`src/rtl/coax_rx.sv`:
```
// Manchester coax receiver.
// Hunts for a quiesce/code-violation/sync preamble on the resynchronised line
// input. It then recovers 10-bit words (MSB first) plus an even-parity bit,
// with a sync bit between back-to-back words and an end bit closing the frame.
// Bit values are taken from mid-bit transitions, timed against the previous
// mid-bit edge.
module coax_rx #(
  parameter int CLOCKS_PER_BIT = 8
) (
  input  logic       clk,
  input  logic       reset_n,
  input  logic       rx,
  output logic       active,
  output logic [9:0] data,
  output logic       data_strobe,
  output logic       parity_error,
  output logic       error
);

  localparam int TW = $clog2(2 * CLOCKS_PER_BIT + 1);

  localparam logic [TW-1:0] T_Q14 = TW'(CLOCKS_PER_BIT / 4);
  localparam logic [TW-1:0] T_Q34 = TW'((3 * CLOCKS_PER_BIT) / 4);
  localparam logic [TW-1:0] T_Q54 = TW'((5 * CLOCKS_PER_BIT) / 4);
  localparam logic [TW-1:0] T_Q74 = TW'((7 * CLOCKS_PER_BIT) / 4);
  localparam logic [TW-1:0] T_TO  = TW'((5 * CLOCKS_PER_BIT) / 4 + 1);
  localparam logic [TW-1:0] T_MAX = TW'(2 * CLOCKS_PER_BIT);

  typedef enum logic [3:0] {
    IDLE     = 4'd0,
    QUIESCE  = 4'd1,
    CV_LOW   = 4'd2,
    CV_HIGH  = 4'd3,
    SYNC     = 4'd4,
    DATA     = 4'd5,
    PARITY   = 4'd6,
    WORD_END = 4'd7,
    END      = 4'd8
  } state_t;

  // High when the received parity bit does not give even parity over the
  // sync bit (always 1), the 10 data bits and the parity bit itself.
  function automatic logic parity_bad(input logic [9:0] word, input logic pbit);
    return pbit != (1'b1 ^ (^word));
  endfunction

  state_t        state_r, state_nxt_s;
  logic          meta_r, sync_r, sync_d_r;
  logic [TW-1:0] t_r;
  logic [2:0]    qcnt_r, qcnt_nxt_s;
  logic [9:0]    shift_r;
  logic [3:0]    bcnt_r;
  logic [9:0]    data_r;
  logic          strobe_r, perr_r, error_r, active_r;

  logic edge_s, rise_s, level_s, mid_s, spacing_ok_s;
  logic t_clr_s, shift_clr_s, shift_en_s, bcnt_clr_s, bcnt_inc_s;
  logic load_s, err_s, act_set_s, act_clr_s;

  assign level_s      = sync_r;
  assign edge_s       = sync_r ^ sync_d_r;
  assign rise_s       = edge_s & sync_r;
  assign mid_s        = edge_s && (t_r >= T_Q34) && (t_r <= T_Q54);
  assign spacing_ok_s = (t_r >= T_Q34) && (t_r <= T_Q54);

  assign active       = active_r;
  assign data         = data_r;
  assign data_strobe  = strobe_r;
  assign parity_error = perr_r;
  assign error        = error_r;

  // State register.
  always_ff @(posedge clk or negedge reset_n) begin
    if (!reset_n) begin
      state_r <= IDLE;
    end else begin
      state_r <= state_nxt_s;
    end
  end

  // Next-state logic and per-cycle datapath controls.
  always_comb begin
    state_nxt_s = state_r;
    qcnt_nxt_s  = qcnt_r;
    t_clr_s     = 1'b0;
    shift_clr_s = 1'b0;
    shift_en_s  = 1'b0;
    bcnt_clr_s  = 1'b0;
    bcnt_inc_s  = 1'b0;
    load_s      = 1'b0;
    err_s       = 1'b0;
    act_set_s   = 1'b0;
    act_clr_s   = 1'b0;
    case (state_r)
      IDLE: begin
        // Rising edges one bit time apart are quiesce bits.
        if (rise_s) begin
          t_clr_s = 1'b1;
          if (spacing_ok_s) begin
            if (qcnt_r == 3'd4) begin
              qcnt_nxt_s  = 3'd0;
              state_nxt_s = QUIESCE;
            end else begin
              qcnt_nxt_s = qcnt_r + 3'd1;
            end
          end else begin
            qcnt_nxt_s = 3'd1;
          end
        end else begin
          qcnt_nxt_s = qcnt_r;
        end
      end
      QUIESCE: begin
        // Line is high; a falling edge starts a low-time measurement.
        if (edge_s) begin
          t_clr_s = 1'b1;
          if (!level_s) begin
            state_nxt_s = CV_LOW;
          end else begin
            state_nxt_s = IDLE;
          end
        end else if (t_r > T_Q74) begin
          state_nxt_s = IDLE;
        end else begin
          state_nxt_s = QUIESCE;
        end
      end
      CV_LOW: begin
        // Short low is another quiesce bit, a 1.5-bit low is the violation.
        if (edge_s) begin
          t_clr_s = 1'b1;
          if (t_r <= T_Q34) begin
            state_nxt_s = QUIESCE;
          end else if ((t_r >= T_Q54) && (t_r <= T_Q74)) begin
            state_nxt_s = CV_HIGH;
          end else begin
            state_nxt_s = IDLE;
          end
        end else if (t_r > T_Q74) begin
          state_nxt_s = IDLE;
        end else begin
          state_nxt_s = CV_LOW;
        end
      end
      CV_HIGH: begin
        if (edge_s) begin
          t_clr_s = 1'b1;
          if (!level_s && (t_r >= T_Q54) && (t_r <= T_Q74)) begin
            state_nxt_s = SYNC;
          end else begin
            state_nxt_s = IDLE;
          end
        end else if (t_r > T_Q74) begin
          state_nxt_s = IDLE;
        end else begin
          state_nxt_s = CV_HIGH;
        end
      end
      SYNC: begin
        // Mid-bit rise of the sync bit becomes the first timing reference.
        if (edge_s) begin
          t_clr_s = 1'b1;
          if (level_s && (t_r >= T_Q14) && (t_r <= T_Q34)) begin
            act_set_s   = 1'b1;
            shift_clr_s = 1'b1;
            bcnt_clr_s  = 1'b1;
            state_nxt_s = DATA;
          end else begin
            state_nxt_s = IDLE;
          end
        end else if (t_r > T_Q34) begin
          state_nxt_s = IDLE;
        end else begin
          state_nxt_s = SYNC;
        end
      end
      DATA: begin
        if (mid_s) begin
          t_clr_s    = 1'b1;
          shift_en_s = 1'b1;
          if (bcnt_r == 4'd9) begin
            state_nxt_s = PARITY;
          end else begin
            bcnt_inc_s = 1'b1;
          end
        end else if (t_r >= T_TO) begin
          err_s       = 1'b1;
          act_clr_s   = 1'b1;
          state_nxt_s = IDLE;
        end else begin
          state_nxt_s = DATA;
        end
      end
      PARITY: begin
        if (mid_s) begin
          t_clr_s     = 1'b1;
          load_s      = 1'b1;
          state_nxt_s = WORD_END;
        end else if (t_r >= T_TO) begin
          err_s       = 1'b1;
          act_clr_s   = 1'b1;
          state_nxt_s = IDLE;
        end else begin
          state_nxt_s = PARITY;
        end
      end
      WORD_END: begin
        // A 1 here is the sync bit of a following word, a 0 is the end bit.
        if (mid_s) begin
          t_clr_s = 1'b1;
          if (level_s) begin
            shift_clr_s = 1'b1;
            bcnt_clr_s  = 1'b1;
            state_nxt_s = DATA;
          end else begin
            state_nxt_s = END;
          end
        end else if (t_r >= T_TO) begin
          err_s       = 1'b1;
          act_clr_s   = 1'b1;
          state_nxt_s = IDLE;
        end else begin
          state_nxt_s = WORD_END;
        end
      end
      END: begin
        // Silence after the end bit closes the frame; more bits are an error.
        if (mid_s) begin
          err_s       = 1'b1;
          act_clr_s   = 1'b1;
          state_nxt_s = IDLE;
        end else if (t_r >= T_TO) begin
          act_clr_s   = 1'b1;
          state_nxt_s = IDLE;
        end else begin
          state_nxt_s = END;
        end
      end
      default: begin
        state_nxt_s = IDLE;
      end
    endcase
  end

  // Line synchroniser, edge timer, shift register and registered outputs.
  always_ff @(posedge clk or negedge reset_n) begin
    if (!reset_n) begin
      meta_r   <= 1'b1;
      sync_r   <= 1'b1;
      sync_d_r <= 1'b1;
      t_r      <= '0;
      qcnt_r   <= 3'd0;
      shift_r  <= 10'd0;
      bcnt_r   <= 4'd0;
      data_r   <= 10'd0;
      strobe_r <= 1'b0;
      perr_r   <= 1'b0;
      error_r  <= 1'b0;
      active_r <= 1'b0;
    end else begin
      meta_r   <= rx;
      sync_r   <= meta_r;
      sync_d_r <= sync_r;
      if (t_clr_s) begin
        t_r <= '0;
      end else if (t_r == T_MAX) begin
        t_r <= t_r;
      end else begin
        t_r <= t_r + TW'(1);
      end
      qcnt_r <= qcnt_nxt_s;
      if (shift_clr_s) begin
        shift_r <= 10'd0;
      end else if (shift_en_s) begin
        shift_r <= {shift_r[8:0], level_s};
      end else begin
        shift_r <= shift_r;
      end
      if (bcnt_clr_s) begin
        bcnt_r <= 4'd0;
      end else if (bcnt_inc_s) begin
        bcnt_r <= bcnt_r + 4'd1;
      end else begin
        bcnt_r <= bcnt_r;
      end
      if (load_s) begin
        data_r <= shift_r;
        perr_r <= parity_bad(shift_r, level_s);
      end else begin
        data_r <= data_r;
        perr_r <= perr_r;
      end
      strobe_r <= load_s;
      error_r  <= err_s;
      if (act_set_s) begin
        active_r <= 1'b1;
      end else if (act_clr_s) begin
        active_r <= 1'b0;
      end else begin
        active_r <= active_r;
      end
    end
  end

endmodule

```
`config.mk`:
```
export PLATFORM = sky130hd
export DESIGN_NAME = coax_rx
export DESIGN_NICKNAME = d
export VERILOG_FILES = /design/src/rtl/coax_rx.sv
export SDC_FILE = /design/constraint.sdc
export NUM_CORES = 1
export LEC_CHECK = 0
export CELL_PAD_IN_SITES_DETAIL_PLACEMENT = 1
export CELL_PAD_IN_SITES_GLOBAL_PLACEMENT = 1
export CORE_MARGIN = 3
export CORE_UTILIZATION = 42
export DETAILED_ROUTE_END_ITERATION = 16
export PLACE_DENSITY_LB_ADDON = 0.08
export SLEW_MARGIN = 5
export SYNTH_ARGS = -nofsm -noshare
export SYNTH_HDL_FRONTEND = slang
export SYNTH_SLANG_ARGS = --single-unit
```
`constraint.sdc`:
```
create_clock -name clk -period 2.2 [get_ports clk]
set_input_delay 0.66 -clock clk [delete_from_list [all_inputs] [get_ports clk]]
set_output_delay 0.66 -clock clk [all_outputs]
set_load 0.05 [all_outputs]
```
==> results.yml, run 1 <==
yosys:
  synth_nets: 237
  synth-seq-cells: 43
  yosys.area.top_type: "dfrtp_1"
  syn_area_per_cell_sq_um: 10.9
  synth.distinct_cells: 52
  synth_edf_count: 0
  seq_area_frac_synth: 0.442
  async_flop_share: 1.00
  syn_inst: 225
  synth_area_leaders: "dfrtp_1 41%, mux2_4 4.9%, xnor2_1 4.7%"
  yosys.area_share.simple: 0.191
  synthMuxAreaShare: 0.108
  synth-compound-area-share: 0.117
  synth_xor_area_frac: 0.0537
  yosys.area_share.adder: 0.0461
  netlist.area_leader.share: 0.409
  synthFlopType: "dfrtp_1"
  synth_top_family_by_area: "simple AND/OR/NAND/NOR gates"
  yosysWarnings: 0
  netlist_area_sq_mm: 0.00244
finish:
  fill_cells: 612
  final_nets: 273
  final_common_cell: "dfrtp_1"
  utilization: 0.531
  multi_input_area_sq_mm: 0.00130
  n_antenna_cell: 0
  drive_above_1_share: 0.240
  layout_common_cells: "40 x dfrtp_1, 24 x nor2_1, 22 x buf_4"
  area_growth_pct: 21.1
  seqCellArea_sq_mm: 0.00108
grt:
  grt_pass1_vias: 1910
  grt_max_degree: 22
  antenna_found_initial: 0
  grt_use_total: 0.191
  grt_overflow: 0
  use_met3: 0.0412
  grt_pass1_wl_mm: 9.61
  grt_use_met1: 0.259
  use_met2: 0.301
  busiest_layer: "met2"
placed_design:
  portBuffers: 16
  post-place-ws_ps: -74.9
  gp_congestion: 0.795
  dpl.hpwl_mm: 4.29
power_and_ir_drop:
  seq_power_share: 0.437
  ir_drop_v: 0.000402
  p_clk_frac: 0.222
  power_frac_comb: 0.341
  p_leak_nw: 1.37
  internal_power_mw: 1.41
  power_density_mw_per_mm2: 755
  p_sw_frac: 0.368
  power.net_switching_mw: 0.824
sta:
  worst_slew_pin_slew_ps: 615
  setup_slack_ps: 37.5
  timing.slew.headroom: 0.590
  post-route-period-util: 0.983
  max_freq_ghz: 0.462
  hold_viol: 0
  period_minus_slack_ps: 2160
  grt_setup_unrepaired: "true"
  finalSetupViolCount: 0
  skew_ps: 8.36
  maxSlewViolCount: 0
worst_setup_path:
  cp.required_ps: 1540
  worst-r2r-cell-count: 7
  cp_top_family: "buffers and inverters"
  arrival_ps: 1500
  cpPeakStageDelay_ps: 820
  critical_path_class: "flip-flop to output port"
  end_kind: "output port"
  crit_buf_inv: 1
  rr_startpoint: "sync_d_r"
  worstPathMaxFanout: 2
  timing.reg2reg.setup_slack_ps: 100
  cp-startpoint: "parity_error"
  crit_cells: 1
  path_cells: "clkdlybuf4s50_1"
  startpoint_type: "flip-flop"
  slowest_stage: "clkdlybuf4s50_1"
die:
  die_x_um: 82.3
  die-area_sq_mm: 0.00677
  start_util: 0.439
  num_io_pins: 17
  row_count: 27
  core_sq_mm: 0.00557
  die_h_um: 82.3
clock_network:
  clkTransAtPathRegs_ps: 80
  cts.path.max_buffers: 2
  cts_tree: "yes"
  clk_latency_ps: 300
  cts_buffers: 5
  cts-hold-fix-buffers: 0
  root_buffer: "clkbuf_8"
  clkSinkCount: 43
  htreeDepth: 2
detailed_routing:
  dr.pass1.iters: 4
  drtIter0Drc: 79
  routed_wl_mm: 5.92
  avgViaCountPerCell: 5.46
  ant_nets: 0
  drcViolationCount: 0
  routedWlPerCell_um: 17.7
  vias: 1825
outcome:
  status: "complete, no violations"
worst_hold_path:
  hold_class: "input port to async pin"
flow_run:
  cap_violations: 0
[synthesized netlist by cell type, types with 5 or more instances]
library cell / n
dfrtp_1: 40
nor2_1: 24
xnor2_1: 13
nand2_1: 12
mux2i_1: 11
ha_1: 9
inv_1: 9
mux2_4: 8
nand3_1: 8
clkbuf_1: 6
nor3_1: 6
o21ai_0: 6
a21oi_1: 5
nand2b_1: 5
nor4_1: 5
[cells by family (layout without fill, tap and decap cells)]
family | Yosys count | after routing
compound gates | 36 | 36
xor+xnor | 15 | 15
fa+ha+maj | 9 | 9
buf+inv | 21 | 57
flops | 43 | 43
mux | 22 | 22
simple gates | 79 | 80
[final cells by class]
| class | count | area share |
|---|---|---|
| inverter | 9 | 0.0114 |
| timing repair buffer | 40 | 0.125 |
| clock inverter | 2 | 0.00422 |
| sequential | 43 | 0.365 |
| multi-input combinational | 162 | 0.440 |
| clock buffer | 6 | 0.0245 |
| tap | 72 | 0.0304 |
[final timing paths]
kind / endpoint
setup / recovery: parity_error
max in group asynchronous: sync_d_r
hold / removal: qcnt_r[2]
min in group clk: level_s
hold reg to reg: level_s
setup reg to reg: shift_r[1]
[routing by layer]
layer / up-vias / wire, um
met5: - / 0
met4: 0 / 93
met3: 9 / 200
met2: 27 / 2860
met1: 921 / 2770
li1: 868 / -
[power by group through the flow]
| stage | Clock [mW] | Sequential [mW] | Combinational, mW |
|---|---|---|---|
| after floorplan | 0 | 0.929 | 0.541 |
| after global placement | 0 | 0.983 | 0.687 |
| after detailed placement | 0 | 0.988 | 0.721 |
| after CTS | 0.515 | 0.974 | 0.741 |
| after global routing | 0.556 | 0.992 | 0.848 |
| final | 0.497 | 0.976 | 0.763 |
[registers in the layout, summed over array words and instances (netlist names)]
register,cells
data,10
shift_r,10
t_r,5
bcnt_r,4
state_r,4
qcnt_r,3
active,1
data_strobe,1
error,1
level_s,1
meta_r,1
parity_error,1
sync_d_r,1
[metrics by stage]
step	std cells	power [mW]	instance area [sq um]	TNS [ps]	hold slack, ps
floorplan	225	1.47	2440	0	345
global placement	318	1.67	2740	0	351
detailed placement	318	1.71	2740	-446	348
CTS	329	2.23	2900	0	332
global route	334	2.40	2960	-24.7	339
finish	334	2.24	2960	0	317
[repair_timing]
item	4_1_cts	5_1_grt
buffers inserted	2	5
cloned	1	0
resized for setup	2	4
endpoints found under the setup margin	17	21
pin swaps	4	6
Power figures use the tool's default switching activity.
==> inputs of run 2 (changes only) <==
--- a/config.mk
+++ b/config.mk
@@ -9,6 +9,7 @@
 export CELL_PAD_IN_SITES_GLOBAL_PLACEMENT = 1
 export CORE_MARGIN = 3
 export CORE_UTILIZATION = 42
+export CTS_CLUSTER_DIAMETER = 60
 export DETAILED_ROUTE_END_ITERATION = 16
 export PLACE_DENSITY_LB_ADDON = 0.08
 export SLEW_MARGIN = 5
==> results of run 2 <==
Same layout as run 1: the final DEF is identical, and so are final timing and power.
==> inputs of run 3 (changes only) <==
--- a/config.mk
+++ b/config.mk
@@ -8,10 +8,13 @@
 export CELL_PAD_IN_SITES_DETAIL_PLACEMENT = 1
 export CELL_PAD_IN_SITES_GLOBAL_PLACEMENT = 1
 export CORE_MARGIN = 3
-export CORE_UTILIZATION = 42
+export CORE_UTILIZATION = 47
+export CTS_BUF_LIST = sky130_fd_sc_hd__clkbuf_4
 export CTS_CLUSTER_DIAMETER = 60
 export DETAILED_ROUTE_END_ITERATION = 16
+export DONT_BUFFER_PORTS = 1
 export PLACE_DENSITY_LB_ADDON = 0.08
+export SKIP_CTS_REPAIR_TIMING = 1
 export SLEW_MARGIN = 5
 export SYNTH_ARGS = -nofsm -noshare
 export SYNTH_HDL_FRONTEND = slang
==> run 3 against run 2 <==
Effect of this change:
- wire length is 0.84% lower
- register-to-register slack hardly changed
- core utilization is 3.0 points higher
- setup slack better by 73 ps
- via count is 5.1% lower
- fmax is 3.5% higher
- hold slack worse by 220 ps
- final cell count is 8.1% lower
- die area is 9.9% lower
- total power is 0.45% lower
- count of clock-buffer cells in the layout is 1 lower
- largest cell class unchanged
- highest routed layer unchanged
==> results.yml, run 3 (same netlist as run 1, synthesis figures left out) <==
outcome:
  status: "complete, no violations"
grt:
  use_met3: 0.0539
  grt_use_met1: 0.272
  use_met2: 0.315
  busiest_layer: "met2"
  grt_pass1_wl_mm: 9.55
  antenna_found_initial: 0
  grt_overflow: 0
  grt_use_total: 0.198
  grt_pass1_vias: 1897
  grt_max_degree: 44
clock_network:
  cts.path.max_buffers: 2
  cts_buffers: 5
  clkSinkCount: 43
  root_buffer: "clkbuf_4"
  htreeDepth: 2
  cts_tree: "yes"
  clk_latency_ps: 380
  clkTransAtPathRegs_ps: 140
worst_setup_path:
  path_cells: "inv_2 -> ha_4 -> or2_4 -> or3_4 -> nor2_4 -> mux2i_1 -> nor2_1"
  cp_top_family: "simple AND/OR/NAND/NOR gates"
  crit_buf_inv: 1
  critical_path_class: "flip-flop to flip-flop"
  crit_cells: 7
  slowest_stage: "dfstp_2"
  worstPathMaxFanout: 5
  startpoint_type: "flip-flop"
  cpPeakStageDelay_ps: 560
  arrival_ps: 2370
  cp.required_ps: 2480
  end_kind: "flip-flop"
  worst-r2r-cell-count: 7
die:
  num_io_pins: 17
  die_h_um: 78.1
  row_count: 25
  core_sq_mm: 0.00488
  die_x_um: 78.1
  die-area_sq_mm: 0.00610
  start_util: 0.501
placed_design:
  place_area_sq_mm: 0.00255
  portBuffers: 0
  gp_congestion: 0.811
  dpl.hpwl_mm: 3.90
finish:
  finalInstanceArea_sq_mm: 0.00274
  drive_above_1_share: 0.229
  area_growth_pct: 12.1
  n_antenna_cell: 0
  layout_common_cells: "40 x dfrtp_1, 23 x nor2_1, 16 x buf_4"
  final_nets: 251
  fill_cells: 540
  final_common_cell: "dfrtp_1"
sta:
  timing.slew.headroom: 0.577
  hold_viol: 0
  max_freq_ghz: 0.479
  period_minus_slack_ps: 2090
  skew_ps: 16.8
  grt_setup_unrepaired: "false"
  maxSlewViolCount: 0
  worst_slew_pin_slew_ps: 635
  post-route-period-util: 0.950
  finalSetupViolCount: 0
worst_hold_path:
  hold_class: "input port to async pin"
detailed_routing:
  dr.pass1.iters: 4
  routedWlPerCell_um: 19.1
  ant_nets: 0
  vias: 1732
  drtIter0Drc: 61
  avgViaCountPerCell: 5.64
  drcViolationCount: 0
  routed_wl_mm: 5.87
power_and_ir_drop:
  finalPower_mw: 2.23
  ir_drop_v: 0.000452
  power_density_mw_per_mm2: 812
  p_leak_nw: 1.29
flow_run:
  cap_violations: 0
## run 3: changes by cell type in the layout (fill, tap and decap cells not counted), moves of 2 or more
cell	previous run	this run
clkdlybuf4s50_1	14	0
buf_4	22	16
clkbuf_4	0	5
clkbuf_8	5	0
buf_12	3	1
## run 3: path summary, 6_finish.rpt
| check | slack (ps) | from | to |
|---|---|---|---|
| worst min-delay path | 90 | reset_n | bcnt_r[1] |
| max in group asynchronous | 1890 | reset_n | t_r[1] |
| min in group clk | 280 | rx | meta_r |
| worst max register to register | 110 | sync_d_r | shift_r[5] |
| worst max-delay path | 110 | sync_d_r | shift_r[5] |
| worst min register to register | 370 | meta_r | level_s |
## run 3: worst reg2reg max path, stage by stage, from the launching register on
cell and delay [ps]:
dfstp_2 560, inv_2 50, ha_4 250, or2_4 230
or3_4 390, nor2_4 230, mux2i_1 230, nor2_1 60
## run 3: where the power goes
| group | leakage, nW | switching, mW | total (mW) | internal, mW |
|---|---|---|---|---|
| logic | 0.662 | 0.391 | 0.693 | 0.302 |
| clock network | 0.0452 | 0.275 | 0.514 | 0.239 |
| registers | 0.579 | 0.159 | 1.02 | 0.860 |
| total | 1.29 | 0.824 | 2.23 | 1.40 |
## run 3: cell type report
type	count	area, sq um	share of cell area
clock buffer	5	37.5	0.0137
clock inverter	3	43.8	0.0160
inverter	9	33.8	0.0123
multi-input combinational	162	1290	0.472
timing repair buffer	18	168	0.0612
sequential	43	1080	0.394
tap	67	83.8	0.0306
## run 3: layer usage
metal | up-vias | routed length, um
li1 | 827 | -
met1 | 879 | 2810
met2 | 20 | 2800
met3 | 6 | 195
met4 | 0 | 60
met5 | - | 0
## run 3: stage by stage
step                      hold WS, ps  TNS, ps  utilization  cells  setup WS, ps
after floorplan                   345        0            -    225          68.8
after global placement            351        0        0.524    293         0.182
after detailed placement          351    -1150        0.524    293         -77.7
after CTS                       -46.0    -3310        0.540    301          -175
after global routing             80.1        0        0.562    307          27.1
final                            94.7        0        0.562    307           110
